**config.mk**
```make
export PLATFORM = sky130hd
export DESIGN_NAME = pulse_stretch_flat
export DESIGN_NICKNAME = d
export VERILOG_FILES = /design/src/rtl/uart_io_pkg.sv /design/src/rtl/pulse_stretch_if.sv /design/src/rtl/load_down_counter.sv /design/src/rtl/pulse_stretch.sv /design/src/flat_wrapper.sv
export SDC_FILE = /design/constraint.sdc
export NUM_CORES = 1
export LEC_CHECK = 0
export ABC_AREA = 1
export BUFFER_PORTS_ARGS = -buffer_cell sky130_fd_sc_hd__buf_4
export CAP_MARGIN = 20
export CORE_MARGIN = 2
export CORE_UTILIZATION = 46
export DETAILED_ROUTE_END_ITERATION = 10
export REMOVE_ABC_BUFFERS = 1
export SETUP_SLACK_MARGIN = 0.3
export SYNTH_ARGS = -nofsm -noshare
export SYNTH_HDL_FRONTEND = slang
export SYNTH_SLANG_ARGS = --single-unit
export TNS_END_PERCENT = 100
```
**constraint.sdc**
```tcl
create_clock -name clk -period 3.46 [get_ports clk]
set_input_delay 0.173 -clock clk [delete_from_list [all_inputs] [get_ports clk]]
set_output_delay 0.173 -clock clk [all_outputs]
set_load 0.05 [all_outputs]
```
**src/rtl/uart_io_pkg.sv**
```systemverilog
// rtl/uart_io_pkg.sv - shared types and default timing for the UART board I/O blocks
package uart_io_pkg;

  typedef enum logic [1:0] {
    IDLE = 2'd0,
    ON   = 2'd1,
    GAP  = 2'd2
  } stretch_state_t;

  // Default timing assumes a 100 MHz system clock: 20 ms high, 20 ms gap.
  localparam int unsigned CLK_HZ             = 100_000_000;
  localparam int unsigned DEFAULT_ON_CYCLES  = 2_000_000;
  localparam int unsigned DEFAULT_OFF_CYCLES = 2_000_000;

  // Down-counter width able to hold the larger of the two reload values.
  function automatic int unsigned cnt_width(input int unsigned on_cycles,
                                            input int unsigned off_cycles);
    int unsigned m;
    m = (on_cycles > off_cycles) ? on_cycles : off_cycles;
    return (m < 1) ? 1 : $clog2(m + 1);
  endfunction

endpackage

```
**src/rtl/pulse_stretch_if.sv**
```systemverilog
// rtl/pulse_stretch_if.sv - tick in / stretched pulse out bundle
interface pulse_stretch_if #(
  parameter int PEND_W = 4
);
  logic              tick;
  logic              led;
  logic              busy;
  logic              done_tick;
  logic [PEND_W-1:0] pend_cnt;

  // Event source and LED consumer side.
  modport master (output tick, input led, input busy, input done_tick, input pend_cnt);
  // Stretcher side.
  modport slave  (input tick, output led, output busy, output done_tick, output pend_cnt);
endinterface

```
**src/rtl/load_down_counter.sv**
```systemverilog
// rtl/load_down_counter.sv - loadable down-counter with zero flag, holds at zero
module load_down_counter #(
  parameter int WIDTH = 4
) (
  input  logic             clk,
  input  logic             reset,
  input  logic             load,
  input  logic [WIDTH-1:0] load_val,
  input  logic             dec,
  output logic [WIDTH-1:0] count,
  output logic             zero
);

  // Load wins over decrement; decrement stops at zero so the count never wraps.
  always_ff @(posedge clk) begin
    if (reset) begin
      count <= '0;
    end else if (load) begin
      count <= load_val;
    end else if (dec && (count != '0)) begin
      count <= count - 1'b1;
    end
  end

  assign zero = (count == '0);

endmodule

```
**src/rtl/pulse_stretch.sv**
```systemverilog
// rtl/pulse_stretch.sv - stretches 1-cycle ticks into ON high / OFF low pulses; PULSE_STRETCH_PENDING_EN queues extra ticks
module pulse_stretch
  import uart_io_pkg::*;
#(
  parameter int ON_CYCLES  = DEFAULT_ON_CYCLES,
  parameter int OFF_CYCLES = DEFAULT_OFF_CYCLES,
  parameter int PEND_W     = 4
) (
  input logic            clk,
  input logic            reset,
  pulse_stretch_if.slave bus
);

  localparam int CW = cnt_width(ON_CYCLES, OFF_CYCLES);
  localparam logic [CW-1:0] ON_LOAD  = CW'(ON_CYCLES - 1);
  localparam logic [CW-1:0] OFF_LOAD = CW'(OFF_CYCLES - 1);

  stretch_state_t    state_q, state_d;
  logic              led_q, busy_q;
  logic              cnt_load, cnt_dec, cnt_zero;
  logic [CW-1:0]     cnt_load_val, cnt;
  logic              last_gap, pend_avail, restart;
  logic [PEND_W-1:0] pend_q;

  load_down_counter #(.WIDTH(CW)) u_cnt (
    .clk      (clk),
    .reset    (reset),
    .load     (cnt_load),
    .load_val (cnt_load_val),
    .dec      (cnt_dec),
    .count    (cnt),
    .zero     (cnt_zero)
  );

  assign last_gap = (state_q == GAP) && cnt_zero;
  assign restart  = last_gap && (bus.tick || pend_avail);

`ifdef PULSE_STRETCH_PENDING_EN
  localparam logic [PEND_W-1:0] PEND_MAX = '1;

  // Queue ticks seen while busy; a pending restart consumes one entry, and a
  // tick arriving in that same cycle takes its place in the queue.
  always_ff @(posedge clk) begin
    if (reset) begin
      pend_q <= '0;
    end else if (last_gap && (pend_q != '0)) begin
      if (!bus.tick) pend_q <= pend_q - 1'b1;
    end else if ((state_q != IDLE) && !last_gap && bus.tick && (pend_q != PEND_MAX)) begin
      pend_q <= pend_q + 1'b1;
    end
  end

  assign pend_avail = (pend_q != '0);
`else
  assign pend_q     = '0;
  assign pend_avail = 1'b0;
`endif

  // State register; led and busy are registered copies of the next state.
  always_ff @(posedge clk) begin
    if (reset) begin
      state_q <= IDLE;
      led_q   <= 1'b0;
      busy_q  <= 1'b0;
    end else begin
      state_q <= state_d;
      led_q   <= (state_d == ON);
      busy_q  <= (state_d != IDLE);
    end
  end

  // Next state and counter reload/decrement control.
  always_comb begin
    state_d      = state_q;
    cnt_load     = 1'b0;
    cnt_load_val = ON_LOAD;
    cnt_dec      = 1'b0;
    case (state_q)
      IDLE: begin
        if (bus.tick) begin
          state_d  = ON;
          cnt_load = 1'b1;
        end
      end
      ON: begin
        if (cnt_zero) begin
          state_d      = GAP;
          cnt_load     = 1'b1;
          cnt_load_val = OFF_LOAD;
        end else begin
          cnt_dec = 1'b1;
        end
      end
      GAP: begin
        if (cnt_zero) begin
          state_d  = restart ? ON : IDLE;
          cnt_load = restart;
        end else begin
          cnt_dec = 1'b1;
        end
      end
      default: state_d = IDLE;
    endcase
  end

  // Outputs: done_tick marks the last gap cycle of every pulse.
  always_comb begin
    bus.led       = led_q;
    bus.busy      = busy_q;
    bus.done_tick = last_gap;
    bus.pend_cnt  = pend_q;
  end

endmodule

```
**src/flat_wrapper.sv**
```systemverilog
// flat-port wrapper written by rule: the top's interface ports become plain ports
module pulse_stretch_flat import uart_io_pkg::*;
#(
  parameter int ON_CYCLES  = DEFAULT_ON_CYCLES,
  parameter int OFF_CYCLES = DEFAULT_OFF_CYCLES,
  parameter int PEND_W     = 4
)
  (clk, reset, bus_tick, bus_led, bus_busy, bus_done_tick, bus_pend_cnt);
  pulse_stretch_if #(.PEND_W(PEND_W)) bus_i ();
  input logic clk;
  input logic reset;
  input wire logic [$bits(bus_i.tick)-1:0] bus_tick;
  output wire logic [$bits(bus_i.led)-1:0] bus_led;
  output wire logic [$bits(bus_i.busy)-1:0] bus_busy;
  output wire logic [$bits(bus_i.done_tick)-1:0] bus_done_tick;
  output wire logic [$bits(bus_i.pend_cnt)-1:0] bus_pend_cnt;
  assign bus_i.tick = bus_tick;
  assign bus_led = bus_i.led;
  assign bus_busy = bus_i.busy;
  assign bus_done_tick = bus_i.done_tick;
  assign bus_pend_cnt = bus_i.pend_cnt;
  pulse_stretch #(.ON_CYCLES(ON_CYCLES), .OFF_CYCLES(OFF_CYCLES), .PEND_W(PEND_W)) u_core (.clk(clk), .reset(reset), .bus(bus_i));
endmodule
```
After elaboration in Yosys (flattened, before gate mapping)
Cells that the tools add are included.

cells by class
  add/subtract/negate cells = 1
  eq/ne operators = 3
  mux-type cells = 13
  reductions and logical operators = 10

operators with widths
  kind                   number
  $mux 21                2
  $logic_not 21->1       1
  $reduce_bool 21->1     1
  $sub 21x1->21 const B  1
  $mux 1                 6
  $mux 2                 3
  $pmux 2 s3             1
  $eq 2x1->1 const B     2
  $reduce_bool 2->1      2
  $reduce_or 2->1        2
  $logic_and 1x1->1      3
  $pmux 1 s3             1
  $eq 2x2->1 const B     1
  $logic_not 2->1        1

word-level totals
  flip-flop bits (word level) = 25
  input port bits = 3
  logic and storage cells = 32

Depth between registers and ports, before layout
Gate-level depths: netlist of the first run.

  depth in word-level cells = 7
  depth in mapped cells = 13
  depth with buffers taken out = 12

Hierarchy
A second synthesis of the first run with hierarchy kept.

second synthesis, totals
  cell total of the unflattened synthesis = 328
  area, all modules = 1,975.6 sq um

by module, submodules not included
  module             instances  cells an instance  area each (sq um)  sequential area each (sq um)
  load_down_counter  1          284                1,656.6            420.4
  pulse_stretch      1          44                 319.1              80.1

Worst setup path after synthesis of the first run
No wires, ideal clock.

  path kind = register to register
  start = reg u_core.u_cnt.count[0]
  end = reg u_core.led_q (netlist: u_core.bus.led)
  arrival = 1,891 ps
  required time = 3,390 ps
  slack = 1,499 ps
  cell stages (with the launch flop) = 11
  buffers on the path = 0
  period minus slack after synthesis = 1,961 ps
  cell sequence = dfxtp_1 -> inv_1 -> ha_1 -> nand3_1 -> nor2_1 -> nand3_1 -> nor2_1 -> o21ai_1 -> nand2_1 -> nand2_1 -> a21oi_1

between the ends
  longest elaborated chain between the ends = 7

ends and longest elaborated chain
  item                     RTL line                 text
  from (decl)              load_down_counter.sv:10  output logic [WIDTH-1:0] count,
  from (signal assigned)   load_down_counter.sv:19  count <= load_val;
  from (signal assigned)   load_down_counter.sv:21  count <= count - 1'b1;
  $logic_not 21->1         load_down_counter.sv:25  assign zero = (count == '0);
  $logic_and 1x1->1        pulse_stretch.sv:35      assign last_gap = (state_q == GAP) && cnt_zero;
  named net bus_done_tick  flat_wrapper.sv:15       output wire logic [$bits(bus_i.done_tick)-1:0] bus_done_tick;
  $logic_and 1x1->1        pulse_stretch.sv:36      assign restart = last_gap && (bus.tick || pend_avail);
  $mux 1                   pulse_stretch.sv:96      state_d = restart ? ON : IDLE;
  $mux 2                   pulse_stretch.sv:95      if (cnt_zero) begin
  $pmux 2 s3               pulse_stretch.sv:78      case (state_q)
  $eq 2x1->1               pulse_stretch.sv:67      led_q <= (state_d == ON);
  to (signal assigned)     pulse_stretch.sv:67
  to (decl)                pulse_stretch.sv:19      logic led_q, busy_q;

The timed path passes the listed nets, and every way through them passes these cells.
A chain may end at the register's enable or synchronous reset.

Final worst setup path of the first run
  start = reg u_core.u_cnt.count[0]
  end = reg u_core.u_cnt.count[13]

between the ends
  longest elaborated chain between the ends = 6

ends and longest elaborated chain
  item                       RTL line
  $logic_not 21->1           load_down_counter.sv:25
  $logic_and 1x1->1          pulse_stretch.sv:35
  $logic_and 1x1->1          pulse_stretch.sv:36
  $mux 1                     pulse_stretch.sv:95
  $pmux 1 s3                 pulse_stretch.sv:78
  $reduce_or 2->1 (no line)  n/a

Several ways; a longest one is shown, not always the timed one.

==> key figures, run 1 <==
Die
  • Core area: approximately 3400 um^2
  • Core Rows: 21
  • Die span in y: about 63 um
  • Number of top-level pins: 10
  • Die W: between 60 and 70 um
  • Die area: 4019 um^2
  • Initial Utilization: roughly half

Global routing
  • Total track usage: 18.69%
  • Pin count of the biggest net entering global routing: 15
  • First-pass GRT wire length: just over 6000 um
  • Grt met3 use: 2.143%
  • Met1 global-route usage: between 20 and 25%
  • Gr busiest metal: met2
  • Met2 Use GR: between 30% and 40%
  • Vias in the first global route: roughly 1400
  • Initial antenna violation count: 0
  • Global route overflow: 0

Placed design
  • DPL Wire Length: ~2600 um
  • PortBufs: 5
  • Placed instance count: about 300
  • Gpl congestion: around 0.84

Clock tree
  • Htree depth: 1
  • Root buffer cell: clkbuf_4
  • Worst-path clk slew: roughly 0.14 ns
  • Worst skew pair latency: around 0.32 ns
  • Max Root-Sink Buffers: 2
  • Post-CTS sizing: 0
  • Clk sinks: 25
  • TritonCTS clock tree: done
  • Hold buffer count at cts: 0
  • CTS Buf Count: 3
  • Setup bufs post-CTS: 0

STA
  • Final Setup Violations: 0
  • Worst Skew: between 0.006 and 0.007 ns
  • Max Fclk: 536.3 MHz
  • RSZ-0062 raised after global routing: false
  • Fin. Hold Viols: 0
  • Setup tns final: 0 ns
  • Fin crit share: 53.89%
  • Period minus WS final: 1.865 ns
  • Max Slew Vio Count: 0

Routing
  • Routed vias/inst: between 4 and 5
  • Initial DRC count: 60
  • DR pass1 iterations: 5
  • DRT antenna net count: 0
  • Drt total wl: around 3300 um
  • DRC: 0
  • Routed len/inst: approximately 11 um
  • Via count: 1412

Finish
  • Layout cells sized above 1: about an eighth
  • Number of antenna diodes: 0
  • Final std cells w/o fill: 300
  • Area growth from synthesis to layout: 5.474%
  • NumNets Final: roughly 260

Flow run
  • Max cap viols: 0

Setup path
  • Worst Setup Start Kind: flop
  • WP data required: between 3 and 4 ns
  • Critical path class: reg -> reg
  • Critical Path AT: 2.13 ns
  • CP Max Fanout: 14
  • Critical Path End Type: flop

Pwr
  • Part of the power in combinational logic: a little under 30%
  • Pint: about 0.4 mW
  • Worst ir drop on vdd: ~0.00015 V
  • Clk pwr share: 20.5%
  • Leakage: approximately 0.86 nW
  • Reg power frac: between 50% and 60%
  • Sw Pwr: approximately 0.24 mW
  • Sw frac: between 30 and 40%
  • PD cells: ~380 nW/um^2

Hold path
  • Min-Delay Path Class: in -> reg

Yosys
  • Post-Syn Instances: 248
  • Mean post-synth cell area: between 6 and 7 um^2
  • Flip-flop and latch count after synthesis: 25
  • Distinct cell type count after synthesis: 32
  • Syn Std Cell Area: approximately 1600 um^2
  • Sequential share of the synthesized area: between 30% and 40%
  • YS warnings: 0

Outcome
  • Outcome: complete, no violations
## path summary, 6_finish.rpt
path,to,slack (ns),from,cells past startpoint
worst max-delay path,u_core.u_cnt.count[13],1.60,u_core.u_cnt.count[0],11
worst min-delay path,u_core.u_cnt.count[4],0.06,reset,2
worst max register to register,u_core.u_cnt.count[13],1.60,u_core.u_cnt.count[0],11
worst min register to register,u_core.u_cnt.count[14],0.53,u_core.u_cnt.count[14],2
## critical path, stage by stage (launching register included)
cell and delay, ns:
dfxtp_1 0.40, inv_1 0.08, ha_1 0.21, nand3_1 0.10
inv_1 0.06, nand3_2 0.08, nor2_1 0.04, nor2_1 0.08
nand2_1 0.06, nand2_2 0.26, nand2_1 0.26, nor3_1 0.17
## through the flow
step	power [mW]	util, %	hold WS, ns	setup slack, ns	cell area (um^2)
floorplan	0.4818	-	0.2354	1.499	1589
global placement	0.5235	50.07	0.4168	1.643	1684
detailed placement	0.5230	50.07	0.4207	1.582	1684
CTS	0.6592	50.89	0.05323	1.557	1712
global route	0.6993	50.89	0.05382	1.298	1712
finish	0.6500	50.89	0.06100	1.595	1712
## sequential cells by signal, summed over array words and instances (netlist names)
name                cells
u_core.u_cnt.count     21
u_core.bus.busy         1
u_core.bus.led          1
u_core.state_q          2
## metal layers
layer	share of wire (%)	vias to the layer above	wire, um
li1	-	775	-
met1	50	611	1686
met2	46	21	1535
met3	1.9	5	64
met4	1.6	0	54
met5	0	-	0
## power groups by stage
stage	Combinational, mW	Clock, mW	Sequential [mW]
after CTS	0.190	0.141	0.328
after global placement	0.189	0	0.334
after detailed placement	0.189	0	0.334
final	0.189	0.133	0.328
after global routing	0.218	0.150	0.331
after floorplan	0.144	0	0.337
## area by class of cell
type	count	area, um^2
fill	363	1652
timing repair buffer	5	37.54
tap	46	57.56
inverter	50	187.7
clock buffer	3	22.52
sequential	25	500.5
clock inverter	1	5.005
multi-input combinational	170	900.9
## cell families after synthesis
| logic type | count (synthesis) | synth area share [%] |
|---|---|---|
| adder cells (fa/ha/maj) | 6 | 4.626 |
| buffers and inverters | 56 | 14.34 |
| XOR/XNOR | 4 | 2.159 |
| other | 1 | 0.2311 |
| AO/OA/AOI/OAI | 25 | 8.559 |
| flip-flops | 25 | 30.84 |
| AND/OR/NAND/NOR | 131 | 39.25 |
## cells in the mapped netlist
master    count  area [um^2]
inv_2         1        3.750
o21ai_0       9        45.04
nand3_2       5        50.05
conb_1        1        3.750
nand3_1      16        80.08
nor3_2        1        10.01
nor2_1       37        138.9
ha_1          6        75.07
buf_4         4        30.03
clkinv_1      1        3.750
dfxtp_1      25        500.5
nor3_1        6        30.03
o21ai_1       4        20.02
nand2_2       2        12.51
nand2_4       1        11.26
nor2_4        1        11.26
nor2_2        6        37.54
a21oi_1       8        40.04
and2_1        1        6.260
nand2_1      45        168.9
buf_6         1        11.26
xor2_1        2        17.52
nand4_1       6        37.54
o211ai_1      1        7.510
or2_1         1        6.260
xnor2_1       2        17.52
inv_1        48        180.2
nand3b_1      1        7.510
clkbuf_1      1        3.750
nor3_4        1        16.27
a21oi_2       3        26.28
nand4_2       1        12.51
## cell usage in the layout (no fill, tap or decap)
cell / n
dfxtp_1: 25
clkinv_1: 1
nand2_4: 1
and2_1: 1
xor2_1: 2
nand4_1: 6
nor3_4: 1
o211ai_1: 1
buf_4: 5
nand4_2: 1
clkbuf_4: 3
nand3_2: 5
a21oi_2: 3
clkinv_2: 1
nand3b_1: 1
conb_1: 4
nor3_1: 6
o21ai_0: 9
nand2_1: 45
or2_1: 1
xnor2_1: 2
nor2_2: 6
nand3_1: 16
nor2_1: 37
a21oi_1: 8
inv_2: 1
ha_1: 6
nand2_2: 2
nor2_4: 1
o21ai_1: 4
inv_1: 48
nor3_2: 1
No activity file was read; power rests on OpenSTA's default activity.
==> run 2, diff against run 1 <==
--- a/config.mk
+++ b/config.mk
@@ -11,6 +11,7 @@
 export CORE_MARGIN = 2
 export CORE_UTILIZATION = 46
 export DETAILED_ROUTE_END_ITERATION = 10
+export PLACE_DENSITY = 0.66
 export REMOVE_ABC_BUFFERS = 1
 export SETUP_SLACK_MARGIN = 0.3
 export SYNTH_ARGS = -nofsm -noshare
==> constraint.sdc (replaced) <==
create_clock -name clk -period 1.5 [get_ports clk]
set_input_delay 0.075 -clock clk [delete_from_list [all_inputs] [get_ports clk]]
set_output_delay 0.075 -clock clk [all_outputs]
set_load 0.05 [all_outputs]
==> key figures, run 2 (synthesis gave the netlist of run 1 again) <==
STA
  • Worst hold slack: 0.1624 ns (+0.1014 ns)
  • Setup tns final: -4.660 ns (-4.660 ns)
  • Max Fclk: 564.2 MHz (+5.2%)
  • Worst Skew: 0.005023 ns (-0.001472 ns)
  • Final Setup Violations: 26 (+26)
  • Fin. Hold Viols: 0 (unchanged)
  • RSZ-0062 raised after global routing: true
  • Period minus WS final: 1.772 ns (-0.09224 ns)
  • Fin worst setup slack: -0.2725 ns (-1.868 ns)
  • Fin crit share: 118.2% (+64 points)
  • Max Slew Vio Count: 0 (unchanged)

Die
  • Die span in y: 63.40 um (unchanged)
  • Die area: 4019 um^2 (unchanged)
  • Die W: 63.40 um (unchanged)
  • Core Rows: 21 (unchanged)
  • Number of top-level pins: 10 (unchanged)
  • Initial Utilization: 48.25% (unchanged)
  • Core area: 3363 um^2 (unchanged)

Clock tree
  • Clk sinks: 25 (unchanged)
  • Root buffer cell: clkbuf_4
  • Worst skew pair latency: 0.32 ns (about the same)
  • CTS Buf Count: 3 (unchanged)
  • Worst-path clk slew: 0.14 ns (about the same)
  • Htree depth: 1 (unchanged)
  • Max Root-Sink Buffers: 2 (unchanged)
  • TritonCTS clock tree: done

Setup path
  • WP data required: 1.73 ns (-1.99 ns)
  • Critical path class: reg -> reg
  • Worst Setup Start Kind: flop
  • Critical Path AT: 2.00 ns (-0.13 ns)
  • Max incr delay on CP: 0.37 ns (-0.03 ns)
  • Reg2reg start: u_core.u_cnt.count[0]
  • Critical Path End Type: flop
  • Crit path from: u_core.u_cnt.count[0]
  • CP Max Fanout: 7 (-7)
  • Critical path, cell by cell: inv_2 -> ha_4 -> nand3_4 -> buf_6 -> inv_2 -> nand3_2 -> nor2_1 -> nor2_1 -> nand2_2 -> nand2_4 -> buf_8 -> nand3_2 -> and2_1
  • R2r setup slk: -0.27 ns (-1.87 ns)
  • Crit path max-delay cell type: dfxtp_2

Placed design
  • Gpl congestion: 0.8711 (+3.6%)
  • Dpl ws: -0.1018 ns (-1.684 ns)
  • DPL Wire Length: 2876 um (+9.3%)
  • PortBufs: 5 (unchanged)

Global routing
  • Pin count of the biggest net entering global routing: 14 (-1)
  • Initial antenna violation count: 0 (unchanged)
  • Total track usage: 21.09% (+2.4 points)
  • First-pass GRT wire length: 6741 um (+12%)
  • Vias in the first global route: 1610 (+17%)
  • Global route overflow: 0 (unchanged)

Finish
  • Largest regs: u_core.u_cnt.count: 21 flops, u_core.state_q: 2 flops
  • Layout cells sized above 1: 41.86% (+30 points)
  • Max FFs per register: 21 (unchanged)
  • Number of antenna diodes: 0 (unchanged)
  • Fin util: 71.13% (+20 points)
  • Area growth from synthesis to layout: 47.42%
  • Commonest cells after routing, fill and taps aside: inv_1, buf_4, nand2_1, nor2_1, dfxtp_1
  • Top reg by flops: u_core.u_cnt.count
  • NumNets Final: 311 (+18%)

Pwr
  • PD cells: 766.9 nW/um^2 (+100%)
  • Worst ir drop on vdd: 0.0003888 V (+150%)
  • Leakage: 1.139 nW (+32%)

Routing
  • DR pass1 iterations: 4 (-1)
  • Initial DRC count: 51 (-15%)
  • Routed vias/inst: 4.726 (+0.42%)
  • Routed len/inst: 12.55 um (+13%)
  • Via count: 1640 (+16%)
  • DRT antenna net count: 0 (unchanged)
  • DRC: 0 (unchanged)
  • Drt total wl: 4356 um (+30%)

Hold path
  • Min-Delay Path Class: in -> reg
  • HP Start: bus_tick

Outcome
  • Violated checks: setup timing
  • Outcome: finished, violations left

Flow run
  • Max cap viols: 0 (unchanged)
run 2: cell count changes in the layout (fill, tap and decap cells not counted), moves of 6 or more:
cell | previous run | this run
buf_4 | 5 | 44
nand2_1 | 45 | 38
a21oi_2 | 3 | 11
nor2_4 | 1 | 7
nor2_1 | 37 | 25
nor2_2 | 6 | 12
nand3_1 | 16 | 8
a21oi_1 | 8 | 0
run 2: layout make-up:
cell class | instances | area, um^2
multi-input cells | 170 | 1154
fillers | 281 | 970.9
flip-flops and latches | 25 | 506.7
repair buffers | 52 | 460.4
inverters | 50 | 187.7
well taps | 46 | 57.56
clock buffers | 4 | 26.28
run 2: what timing repair did:
item,in CTS,in global routing
buffers inserted,3,3
resized for setup,35,40
pin swaps,6,16
endpoints found under the hold margin,6,0
hold buffers,1,0
setup endpoints to repair,26,26
cloned,1,0
run 2: routing by layer:
| layer | GRT usage (%) | vias up | wire [um] |
|---|---|---|---|
| li1 | - | 869 | - |
| met1 | 25.75 | 750 | 2013 |
| met2 | 37.50 | 17 | 2230 |
| met3 | 2.857 | 4 | 71 |
| met4 | 7.609 | 0 | 40 |
| met5 | 0 | - | 0 |
run 2: through the flow:
step / cell area, um^2 / total power, mW / cells
finish: 2392 / 1.835 / 347
global route: 2392 / 1.957 / 347
CTS: 2198 / 1.752 / 344
detailed placement: 2002 / 1.354 / 335
global placement: 2002 / 1.348 / 335
floorplan: 1589 / 1.111 / 245
run 2: worst max-delay path: cells and delay by family, from the launching register on:
kind	cells	cell delay, ns
simple gates	8	0.83
flops	1	0.37
buf+inv	4	0.33
fa+ha+maj	1	0.16
run 2: worst paths after layout:
check / to / cells past startpoint
setup / recovery: u_core.u_cnt.count[10] / 13
hold / removal: u_core.state_q[0] / 5
hold reg to reg: u_core.u_cnt.count[19] / 4
setup reg to reg: u_core.u_cnt.count[10] / 13
run 2: power breakdown:
group	switching [mW]	internal, mW
combinational	0.442	0.329
sequential	0.0357	0.716
clock	0.208	0.104
==> run 3, diff against run 2 <==
--- a/config.mk
+++ b/config.mk
@@ -6,12 +6,11 @@
 export NUM_CORES = 1
 export LEC_CHECK = 0
 export ABC_AREA = 1
-export BUFFER_PORTS_ARGS = -buffer_cell sky130_fd_sc_hd__buf_4
 export CAP_MARGIN = 20
-export CORE_MARGIN = 2
+export CORE_MARGIN = 1.5
 export CORE_UTILIZATION = 46
 export DETAILED_ROUTE_END_ITERATION = 10
-export PLACE_DENSITY = 0.66
+export DONT_BUFFER_PORTS = 1
 export REMOVE_ABC_BUFFERS = 1
 export SETUP_SLACK_MARGIN = 0.3
 export SYNTH_ARGS = -nofsm -noshare
==> key figures, run 3 (synthesis gave the netlist of run 1 again) <==
Outcome
  • Outcome: finished, violations left
  • Violated checks: setup timing

Setup path
  • Crit path from: u_core.u_cnt.count[4]
  • Buf/Inv on CP: 2 (-2)
  • CP Max Fanout: 7 (unchanged)
  • Critical Path AT: 1.91 ns (-0.09 ns)
  • Crit path max-delay cell type: dfxtp_2
  • Worst Setup Start Kind: flop
  • WP data required: 1.79 ns (+0.06 ns)
  • Max incr delay on CP: 0.36 ns (about the same)
  • CP top delay family: simple AND/OR/NAND/NOR gates
  • Critical path class: reg -> reg
  • Reg2reg start: u_core.u_cnt.count[4]
  • Critical path, cell by cell: nor2_4 -> nand2_4 -> nor2_2 -> nand3_4 -> nor2_2 -> nor2_1 -> nand2_1 -> nand2_2 -> buf_8 -> nand3_1 -> nand2_1 -> inv_1
  • Critical Path End Type: flop

Finish
  • Post-Layout Inst Area: 2520 um^2 (+5.3%)
  • Layout filler cell count: 243 (-14%)
  • Layout cells sized above 1: 47.54% (+5.7 points)
  • NumNets Final: 315 (+1.3%)
  • Number of antenna diodes: 0 (unchanged)
  • Area growth from synthesis to layout: 55.28%
  • Top reg by flops: u_core.u_cnt.count
  • Multi-input gate area: 1220 um^2 (+5.7%)
  • Largest regs: u_core.u_cnt.count: 21 flops, u_core.state_q: 2 flops
  • Reg area: 520.5 um^2 (+2.7%)
  • Commonest cells after routing, fill and taps aside: inv_1, buf_4, nand2_1, nor2_1
  • Max FFs per register: 21 (unchanged)

Global routing
  • First-pass GRT wire length: 7631 um (+13%)
  • Met1 global-route usage: 32.84% (+7.1 points)
  • Grt met3 use: 2.883% (+0.026 points)
  • Total track usage: 24.36% (+3.3 points)
  • Gr busiest metal: met2
  • Pin count of the biggest net entering global routing: 14 (unchanged)
  • Initial antenna violation count: 0 (unchanged)
  • Vias in the first global route: 1648 (+2.4%)
  • Met2 Use GR: 41.44% (+3.9 points)
  • Global route overflow: 0 (unchanged)

Routing
  • Via count: 1753 (+6.9%)
  • Drt total wl: 4853 um (+11%)
  • Routed len/inst: 13.83 um (+10%)
  • DRC: 0 (unchanged)
  • Initial DRC count: 102 (+100%)
  • DRT antenna net count: 0 (unchanged)
  • Routed vias/inst: 4.994 (+5.7%)
  • DR pass1 iterations: 4 (unchanged)

Pwr
  • Sw frac: 38.70% (+1.3 points)
  • Leakage: 1.171 nW (+2.8%)
  • Reg power frac: 40.3% (-0.7 points)
  • PD cells: 771.3 nW/um^2 (+0.58%)
  • Worst ir drop on vdd: 0.0004100 V (+5.4%)
  • Sw Pwr: 0.7522 mW (+9.7%)
  • Clk pwr share: 16.5% (-0.5 points)
  • Pint: 1.192 mW (+3.7%)
  • Part of the power in combinational logic: 43.1% (+1.1 points)
  • Power Total: 1.944 mW (+5.9%)

Clock tree
  • TritonCTS clock tree: done
  • Htree depth: 1 (unchanged)
  • Max Root-Sink Buffers: 2 (unchanged)
  • Worst-path clk slew: 0.15 ns (about the same)
  • Clk sinks: 25 (unchanged)
  • Root buffer cell: clkbuf_4
  • Worst skew pair latency: 0.33 ns (about the same)
  • CTS Buf Count: 3 (unchanged)

STA
  • Worst Skew: 0.004548 ns (-0.0004757 ns)
  • Max Fclk: 618.0 MHz (+9.5%)
  • Final Setup Violations: 25 (-3.8%)
  • Fin crit share: 107.9% (-10 points)
  • Max Slew Vio Count: 0 (unchanged)
  • Fin. Hold Viols: 0 (unchanged)
  • Worst hold slack: 0.03118 ns (-0.1312 ns)
  • Period minus WS final: 1.618 ns (-0.1543 ns)
  • RSZ-0062 raised after global routing: true
  • Fin worst setup slack: -0.1182 ns (+0.1543 ns)

Placed design
  • Gpl congestion: 0.8722 (+0.13%)
  • PortBufs: 0 (-5)
  • DPL Wire Length: 3031 um (+5.4%)
  • Post-DP Area: 1979 um^2 (-1.1%)

Flow run
  • Max cap viols: 0 (unchanged)

Die
  • Initial Utilization: 48.25% (unchanged)
  • Die W: 62.40 um (-1.6%)
  • Die span in y: 62.40 um (-1.6%)
  • Core area: 3363 um^2 (unchanged)
  • Core Rows: 21 (unchanged)
  • Die area: 3893 um^2 (-3.1%)
  • Number of top-level pins: 10 (unchanged)

Hold path
  • Min-Delay Path Class: in -> reg
  • HP Start: reset
run 3: timing repair:
item,CTS,global route
cloned,0,1
endpoints found under the hold margin,10,0
hold buffers,2,0
setup buffers,9,3
gates resized for setup,61,52
endpoints found under the setup margin,26,26
pin swaps,10,23
run 3: power groups by stage:
stage	Combinational, mW	Clock [mW]	Sequential [mW]
5_1_grt	0.906	0.357	0.791
6_report	0.838	0.321	0.784
3_5_place_dp	0.564	0	0.775
3_3_place_gp	0.561	0	0.775
2_1_floorplan	0.333	0	0.778
4_1_cts	0.700	0.326	0.773
run 3: metal layers:
metal | routed length, um | up-vias
met1 | 2098 | 823
met5 | 0 | -
li1 | - | 877
met3 | 187 | 13
met4 | 115 | 0
met2 | 2452 | 40
run 3: path summary, 6_finish.rpt:
| check | endpoint | slack, ns | cells after the start |
|---|---|---|---|
| max reg2reg | u_core.u_cnt.count[17] | -0.12 | 12 |
| max | u_core.u_cnt.count[17] | -0.12 | 12 |
| min | u_core.u_cnt.count[6] | 0.03 | 3 |
| min reg2reg | u_core.bus.led | 0.59 | 3 |
run 3: worst min-delay path: cells and delay by family:
family,cells,cell delay [ns]
buffers and inverters,2,0.15
AND/OR/NAND/NOR,1,0.11
run 3: stage by stage:
step | worst slack (ns) | utilization [%] | setup TNS, ns | cells
2_1_floorplan | -0.4607 | - | -2.027 | 245
6_report | -0.1182 | 74.93 | -2.135 | 351
5_1_grt | -0.2368 | 74.93 | -4.695 | 351
3_5_place_dp | -0.1093 | 58.85 | -0.9617 | 332
3_3_place_gp | -0.07997 | 58.85 | -0.7763 | 332
4_1_cts | -0.09303 | 68.75 | -0.3395 | 347
run 3: final cells by class:
type,count,area share [%]
clock buffers,4,1.043
inverters,50,7.547
multi-input cells,170,48.41
flip-flops and latches,25,20.66
well taps,46,2.284
repair buffers,56,20.06
